===== config.mk =====
export PLATFORM = sky130hd
export DESIGN_NAME = alu_share_arbiter_flat
export DESIGN_NICKNAME = d
export VERILOG_FILES = /design/src/rtl/alu_share_arbiter_if.sv /design/src/rtl/alu_share_arbiter.sv /design/src/flat_wrapper.sv
export SDC_FILE = /design/constraint.sdc
export NUM_CORES = 1
export LEC_CHECK = 0
export ABC_AREA = 1
export BUFFER_PORTS_ARGS = -buffer_cell sky130_fd_sc_hd__buf_2
export CORE_MARGIN = 10
export CORE_UTILIZATION = 46
export DETAILED_ROUTE_END_ITERATION = 8
export PLACE_DENSITY = 0.9
export SYNTH_ARGS = -nofsm -noshare
export SYNTH_HDL_FRONTEND = slang
export SYNTH_SLANG_ARGS = --single-unit

===== constraint.sdc =====
create_clock -name clk -period 2.3 [get_ports clk]
set_input_delay 0.345 -clock clk [delete_from_list [all_inputs] [get_ports clk]]
set_output_delay 0.345 -clock clk [all_outputs]
set_load 0.005 [all_outputs]

===== src/rtl/alu_share_arbiter_if.sv =====
// ============================================================================
// Module   : alu_share_arbiter_if
// Purpose  : Requester, ALU and response signals of the shared-ALU arbiter.
// Revision : 1.0 - initial release
// ============================================================================
`timescale 1ns/1ps
`default_nettype none

interface alu_share_arbiter_if #(
    parameter int W = 8
);
    logic [3:0]     req;
    logic [11:0]    op;
    logic [4*W-1:0] a;
    logic [4*W-1:0] b;
    logic [3:0]     gnt;
    logic [2:0]     alu_sel;
    logic [W-1:0]   alu_a;
    logic [W-1:0]   alu_b;
    logic [W-1:0]   alu_y;
    logic           rsp_valid;
    logic           rsp_ready;
    logic [1:0]     rsp_id;
    logic [W-1:0]   rsp_data;
    logic           busy;

    modport slave (
        input  req, op, a, b, alu_y, rsp_ready,
        output gnt, alu_sel, alu_a, alu_b, rsp_valid, rsp_id, rsp_data, busy
    );

    modport master (
        output req, op, a, b, alu_y, rsp_ready,
        input  gnt, alu_sel, alu_a, alu_b, rsp_valid, rsp_id, rsp_data, busy
    );
endinterface

`default_nettype wire


===== src/rtl/alu_share_arbiter.sv =====
// ============================================================================
// Module   : alu_share_arbiter
// Purpose  : Round-robin sharing of one combinational ALU among 4 requesters.
// Revision : 1.0 - initial release
// ============================================================================
`timescale 1ns/1ps
`default_nettype none

module alu_share_arbiter #(
    parameter int W       = 8,
    parameter int ALU_LAT = 1
) (
    input  wire logic             clk,
    input  wire logic             reset_n,
    alu_share_arbiter_if.slave    bus
);

    localparam logic [3:0] C_LAT_M1 = 4'(ALU_LAT - 1);

    typedef enum logic [1:0] {
        ST_IDLE = 2'd0,
        ST_EXEC = 2'd1,
        ST_RESP = 2'd2
    } state_t;

    state_t         r_state;
    state_t         w_state_nxt;
    logic [1:0]     r_ptr;
    logic [1:0]     r_id;
    logic [3:0]     r_cnt;
    logic [3:0]     r_gnt;
    logic [2:0]     r_sel;
    logic [W-1:0]   r_a;
    logic [W-1:0]   r_b;
    logic           r_rsp_valid;
    logic [1:0]     r_rsp_id;
    logic [W-1:0]   r_rsp_data;

    logic           w_found;
    logic [1:0]     w_win;
    logic [1:0]     w_idx;
    logic           w_launch;
    logic           w_capture;
    logic           w_release;

    // Scan from the farthest offset down so the nearest requester to r_ptr wins.
    always_comb begin
        w_found = 1'b0;
        w_win   = r_ptr;
        w_idx   = '0;
        for (int k = 3; k >= 0; k--) begin
            w_idx = r_ptr + 2'(k);
            if (bus.req[w_idx]) begin
                w_found = 1'b1;
                w_win   = w_idx;
            end
        end
    end

    always_ff @(posedge clk or negedge reset_n) begin
        if (!reset_n) begin
            r_state <= ST_IDLE;
        end else begin
            r_state <= w_state_nxt;
        end
    end

    always_comb begin
        w_state_nxt = r_state;
        w_launch    = 1'b0;
        w_capture   = 1'b0;
        w_release   = 1'b0;
        case (r_state)
            ST_IDLE: begin
                if (w_found) begin
                    w_launch    = 1'b1;
                    w_state_nxt = ST_EXEC;
                end
            end
            ST_EXEC: begin
                if (r_cnt == 4'd0) begin
                    w_capture   = 1'b1;
                    w_state_nxt = ST_RESP;
                end
            end
            ST_RESP: begin
                if (bus.rsp_ready) begin
                    w_release   = 1'b1;
                    w_state_nxt = ST_IDLE;
                end
            end
            default: w_state_nxt = ST_IDLE;
        endcase
    end

    // ALU operand registers are only reloaded on launch, so they hold outside EXEC.
    always_ff @(posedge clk or negedge reset_n) begin
        if (!reset_n) begin
            r_ptr       <= '0;
            r_id        <= '0;
            r_cnt       <= '0;
            r_gnt       <= '0;
            r_sel       <= '0;
            r_a         <= '0;
            r_b         <= '0;
            r_rsp_valid <= 1'b0;
            r_rsp_id    <= '0;
            r_rsp_data  <= '0;
        end else begin
            r_gnt <= '0;
            if (w_launch) begin
                r_gnt <= 4'b0001 << w_win;
                r_sel <= bus.op[3*w_win +: 3];
                r_a   <= bus.a[W*w_win +: W];
                r_b   <= bus.b[W*w_win +: W];
                r_id  <= w_win;
                r_cnt <= C_LAT_M1;
            end else if (r_state == ST_EXEC && r_cnt != 4'd0) begin
                r_cnt <= r_cnt - 4'd1;
            end
            if (w_capture) begin
                r_rsp_data  <= bus.alu_y;
                r_rsp_id    <= r_id;
                r_rsp_valid <= 1'b1;
            end
            if (w_release) begin
                r_rsp_valid <= 1'b0;
                r_ptr       <= r_id + 2'd1;
            end
        end
    end

    assign bus.gnt       = r_gnt;
    assign bus.alu_sel   = r_sel;
    assign bus.alu_a     = r_a;
    assign bus.alu_b     = r_b;
    assign bus.rsp_valid = r_rsp_valid;
    assign bus.rsp_id    = r_rsp_id;
    assign bus.rsp_data  = r_rsp_data;
    assign bus.busy      = (r_state != ST_IDLE);

endmodule

`default_nettype wire

===== src/flat_wrapper.sv =====
// flat-port wrapper written by rule: the top's interface ports become plain ports
module alu_share_arbiter_flat 
#(
    parameter int W       = 8,
    parameter int ALU_LAT = 1
)
  (clk, reset_n, bus_req, bus_op, bus_a, bus_b, bus_alu_y, bus_rsp_ready, bus_gnt, bus_alu_sel, bus_alu_a, bus_alu_b, bus_rsp_valid, bus_rsp_id, bus_rsp_data, bus_busy);
  alu_share_arbiter_if #(.W(W)) bus_i ();
  input  wire logic clk;
  input  wire logic reset_n;
  input wire logic [$bits(bus_i.req)-1:0] bus_req;
  input wire logic [$bits(bus_i.op)-1:0] bus_op;
  input wire logic [$bits(bus_i.a)-1:0] bus_a;
  input wire logic [$bits(bus_i.b)-1:0] bus_b;
  input wire logic [$bits(bus_i.alu_y)-1:0] bus_alu_y;
  input wire logic [$bits(bus_i.rsp_ready)-1:0] bus_rsp_ready;
  output wire logic [$bits(bus_i.gnt)-1:0] bus_gnt;
  output wire logic [$bits(bus_i.alu_sel)-1:0] bus_alu_sel;
  output wire logic [$bits(bus_i.alu_a)-1:0] bus_alu_a;
  output wire logic [$bits(bus_i.alu_b)-1:0] bus_alu_b;
  output wire logic [$bits(bus_i.rsp_valid)-1:0] bus_rsp_valid;
  output wire logic [$bits(bus_i.rsp_id)-1:0] bus_rsp_id;
  output wire logic [$bits(bus_i.rsp_data)-1:0] bus_rsp_data;
  output wire logic [$bits(bus_i.busy)-1:0] bus_busy;
  assign bus_i.req = bus_req;
  assign bus_i.op = bus_op;
  assign bus_i.a = bus_a;
  assign bus_i.b = bus_b;
  assign bus_i.alu_y = bus_alu_y;
  assign bus_i.rsp_ready = bus_rsp_ready;
  assign bus_gnt = bus_i.gnt;
  assign bus_alu_sel = bus_i.alu_sel;
  assign bus_alu_a = bus_i.alu_a;
  assign bus_alu_b = bus_i.alu_b;
  assign bus_rsp_valid = bus_i.rsp_valid;
  assign bus_rsp_id = bus_i.rsp_id;
  assign bus_rsp_data = bus_i.rsp_data;
  assign bus_busy = bus_i.busy;
  alu_share_arbiter #(.W(W), .ALU_LAT(ALU_LAT)) u_core (.clk(clk), .reset_n(reset_n), .bus(bus_i));
endmodule

==> out/metrics.csv <==
stage;metric;value;unit
die;number of core rows;27;
routing;Antenna Nets Post-Route;0;
die;Top Ports;126;
run_status;failing checks;hold timing;
clocking;Worst-path clk slew;90;ps
logic_synthesis;Yosys warnings;0;
setup_path;max incr delay on CP;480;ps
setup_path;CP max-delay cell;dfrtp_2;
setup_path;critical path startpoint category;flop;
place;Placed Cells;536;
setup_path;Worst Path Class, Setup;flop to flop;
place;I/O Buffers;125;
logic_synthesis;area share of the largest cell type after synthesis;0.424;
setup_path;crit path DAT;2340;ps
clocking;H-tree depth;2;
setup_path;Worst R2R End;u_core.r_id[0];
setup_path;RR Startpoint;u_core.r_ptr[0];
power_and_ir_drop;worst vdd ir;1.42;mV
logic_synthesis;synthesized instance count;350;
timing;Setup TNS;0;ps
routing;1st-pass router iterations;7;
global_route;largest net degree at the start of global routing;39;
global_route;first-pass GRT wire length;13.4;mm
timing;min cycle time layout;2160;ps
logic_synthesis;Seq/Total Area, Yosys;0.424;
final_layout;P&R area growth vs syn;29.5;%
clocking;Sink Count;44;
clocking;Clock Latency Late Sink;310;ps
routing;Residual DRC;0;
power_and_ir_drop;LEAKAGE;0.00188;uW
logic_synthesis;Distinct cells, synth;24;
timing;final hold violation count;5;
clocking;Max clock buf depth;2;
final_layout;antenna cell count;0;
clocking;clock root buffer;clkbuf_8;
logic_synthesis;Async SR Flop Fraction;1.00;
timing;# setup viols final;0;
global_route;gr ovfl total;0;
logic_synthesis;Primary FF master, synth;dfrtp_1;
global_route;GRT Util Overall;0.184;
final_layout;area of the multi-input gates;0.00127;sq mm
die;Vert. Die Dim;95.1;um
setup_path;crit path cell chain;buf_4, nand2_1, nand2_1, nand2_1, nand2_1, inv_2, nand2_2, or3_4, nand2_4, inv_2, nand2_1, o21ai_0;
final_layout;non-filler cells in the finished layout;546;
place;GPL Wtd Cong;0.909;
logic_synthesis;EDFF count, synth;0;
power_and_ir_drop;Pwr Density;1680;mW/mm^2
logic_synthesis;Yosys reg bits;44;
routing;average vias per placed instance;5.21;
timing;count of final max-slew check failures;0;
timing;Fmax;0.463;GHz
setup_path;CP Capture Type;flop;
die;die area;0.00905;sq mm
final_layout;Sequential Area;0.00110;sq mm
logic_synthesis;area leader, netlist;dfrtp_1;
setup_path;r2r setup slk;140;ps
routing;Initial DRC Count;185;
routing;wire per inst;15.6;um
run_status;run status;finished, violations left;
clocking;CTS tree;yes;
setup_path;CP required;2490;ps
die;core area;0.00551;sq mm
timing;RSZ-0062 raised after global routing;false;
worst_hold_path;hold crit path type;primary input to async pin;
global_route;initial antenna violation count;0;
logic_synthesis;Syn Area/Cell;7.42;sq um
die;Die W;95.1;um
routing;Routed WL;8.51;mm
die;Initial Utilization;0.472;
run;maxcap violations;0;
logic_synthesis;Mapped Nets;443;
final_layout;filler cell count;506;
setup_path;crit path max fanout;23;
clocking;CTS buffer count;5;
global_route;number of global-route vias before repair;2897;
timing;Worst Max-Slew Pin Slew;542;ps
logic_synthesis;Netlist Area Pre-Place;0.00260;sq mm
logic_synthesis;most area-consuming cells after synthesis;dfrtp_1 42%, nand3_1 20%, nand2_1 17%;
final_layout;layout cells sized above 1;0.348;
power_and_ir_drop;Power Total;5630;uW
timing;final period utilization;0.938;
final_layout;# nets final;566;
place;DP HPWL;6.57;mm
timing;Layout Skew;12.4;ps
timing;headroom to the max-slew limit;0.638;
timing;Post-Route Hold Slack;-4.38;ps
routing;Vias;2842;
setup_path;R2R cell count;12;
setup_path;Critical Path Most Common Cell;nand2_1;
critical path, delay by kind of cell, from the launching register on:
kind | cells | cell delay [ps]
buffers and inverters | 3 | 420
and+or+nand+nor | 8 | 1040
AOI/OAI and AO/OA | 1 | 90
DFF | 1 | 480
cell usage after synthesis, types with 2 or more instances:
cell      count
a21oi_1       2
buf_2        10
buf_6         8
clkbuf_1      3
dfrtp_1      44
ha_1          2
inv_1        12
inv_2         4
mux2_2        8
nand2_1     120
nand2_2       3
nand3_1     105
nor2_1       10
nor3_1        2
o21ai_0       7
xor2_1        2
per-stage QoR:
stage | cell area, sq um | util | setup WS [ps]
3_5_place_dp | 3250 | 0.590 | 47.2
3_3_place_gp | 3250 | 0.590 | 246
5_1_grt | 3360 | 0.611 | 8.72
6_report | 3360 | 0.611 | 142
4_1_cts | 3350 | 0.608 | 21.7
2_1_floorplan | 2600 | - | 574
flip-flops by register name (all words and copies together) (netlist names):
signal	count
u_core.r_id	2
u_core.bus.alu_b	8
u_core.bus.rsp_id	2
u_core.bus.alu_a	8
u_core.r_state	2
u_core.r_cnt	4
u_core.bus.gnt	4
u_core.bus.rsp_data	8
u_core.bus.rsp_valid	1
u_core.r_ptr	2
u_core.bus.alu_sel	3
timing repair:
| action | 4_1_cts | 5_1_grt |
|---|---|---|
| setup buffers | 0 | 2 |
| resized for setup | 0 | 1 |
| hold buffers | 0 | 0 |
| endpoints found under the setup margin | 0 | 24 |
layout by cell type (no fill, tap or decap), drive strengths merged:
master / instances
nand4: 1
clkinv: 1
inv: 16
nor3: 2
xor2: 2
dfrtp: 44
a21oi: 2
buf: 138
mux2: 8
nor2: 10
nand2: 124
clkinvlp: 2
or3: 1
o21bai: 1
o21ai: 8
o22ai: 1
ha: 2
nand3: 105
clkbuf: 6
kinds of logic after synthesis:
family                     synth area share
AOI/OAI and AO/OA                    0.0246
xor gates and xnor gates            0.00674
muxes                                0.0347
adders and majority gates           0.00963
DFF                                   0.424
and+or+nand+nor                       0.415
buffers and inverters                0.0857
worst max path at each step:
stage / start / end / depth (start not counted)
after floorplan: u_core.r_ptr[0] / u_core.bus.alu_a[0] / 13
after global placement: u_core.r_ptr[0] / u_core.r_id[0] / 12
after detailed placement: u_core.r_ptr[0] / u_core.r_id[0] / 12
after CTS: u_core.r_ptr[0] / u_core.r_id[0] / 12
after global routing: u_core.r_ptr[0] / u_core.r_id[0] / 12
final: u_core.r_ptr[0] / u_core.r_id[0] / 12
metal layers:
| metal | global-route usage | vias up | part of all wire |
|---|---|---|---|
| met3 | 0.0526 | 22 | 0.099 |
| met5 | 0 | - | 0 |
| met1 | 0.193 | 1288 | 0.38 |
| li1 | - | 1395 | - |
| met4 | 0.0810 | 0 | 0.026 |
| met2 | 0.334 | 137 | 0.50 |
report_power, final:
group / internal (uW) / switching, uW / total [uW]
logic: 1430 / 2310 / 3740
registers: 1160 / 216 / 1380
clock network: 243 / 276 / 519
total: 2840 / 2800 / 5630
layout make-up:
cell class,count,share of cell area
multi-input combinational,267,0.379
tap,72,0.0268
timing repair buffer,138,0.219
clock buffer,6,0.0246
clock inverter,2,0.00446
inverter,17,0.0190
sequential,44,0.328
Power figures use the tool's default switching activity.
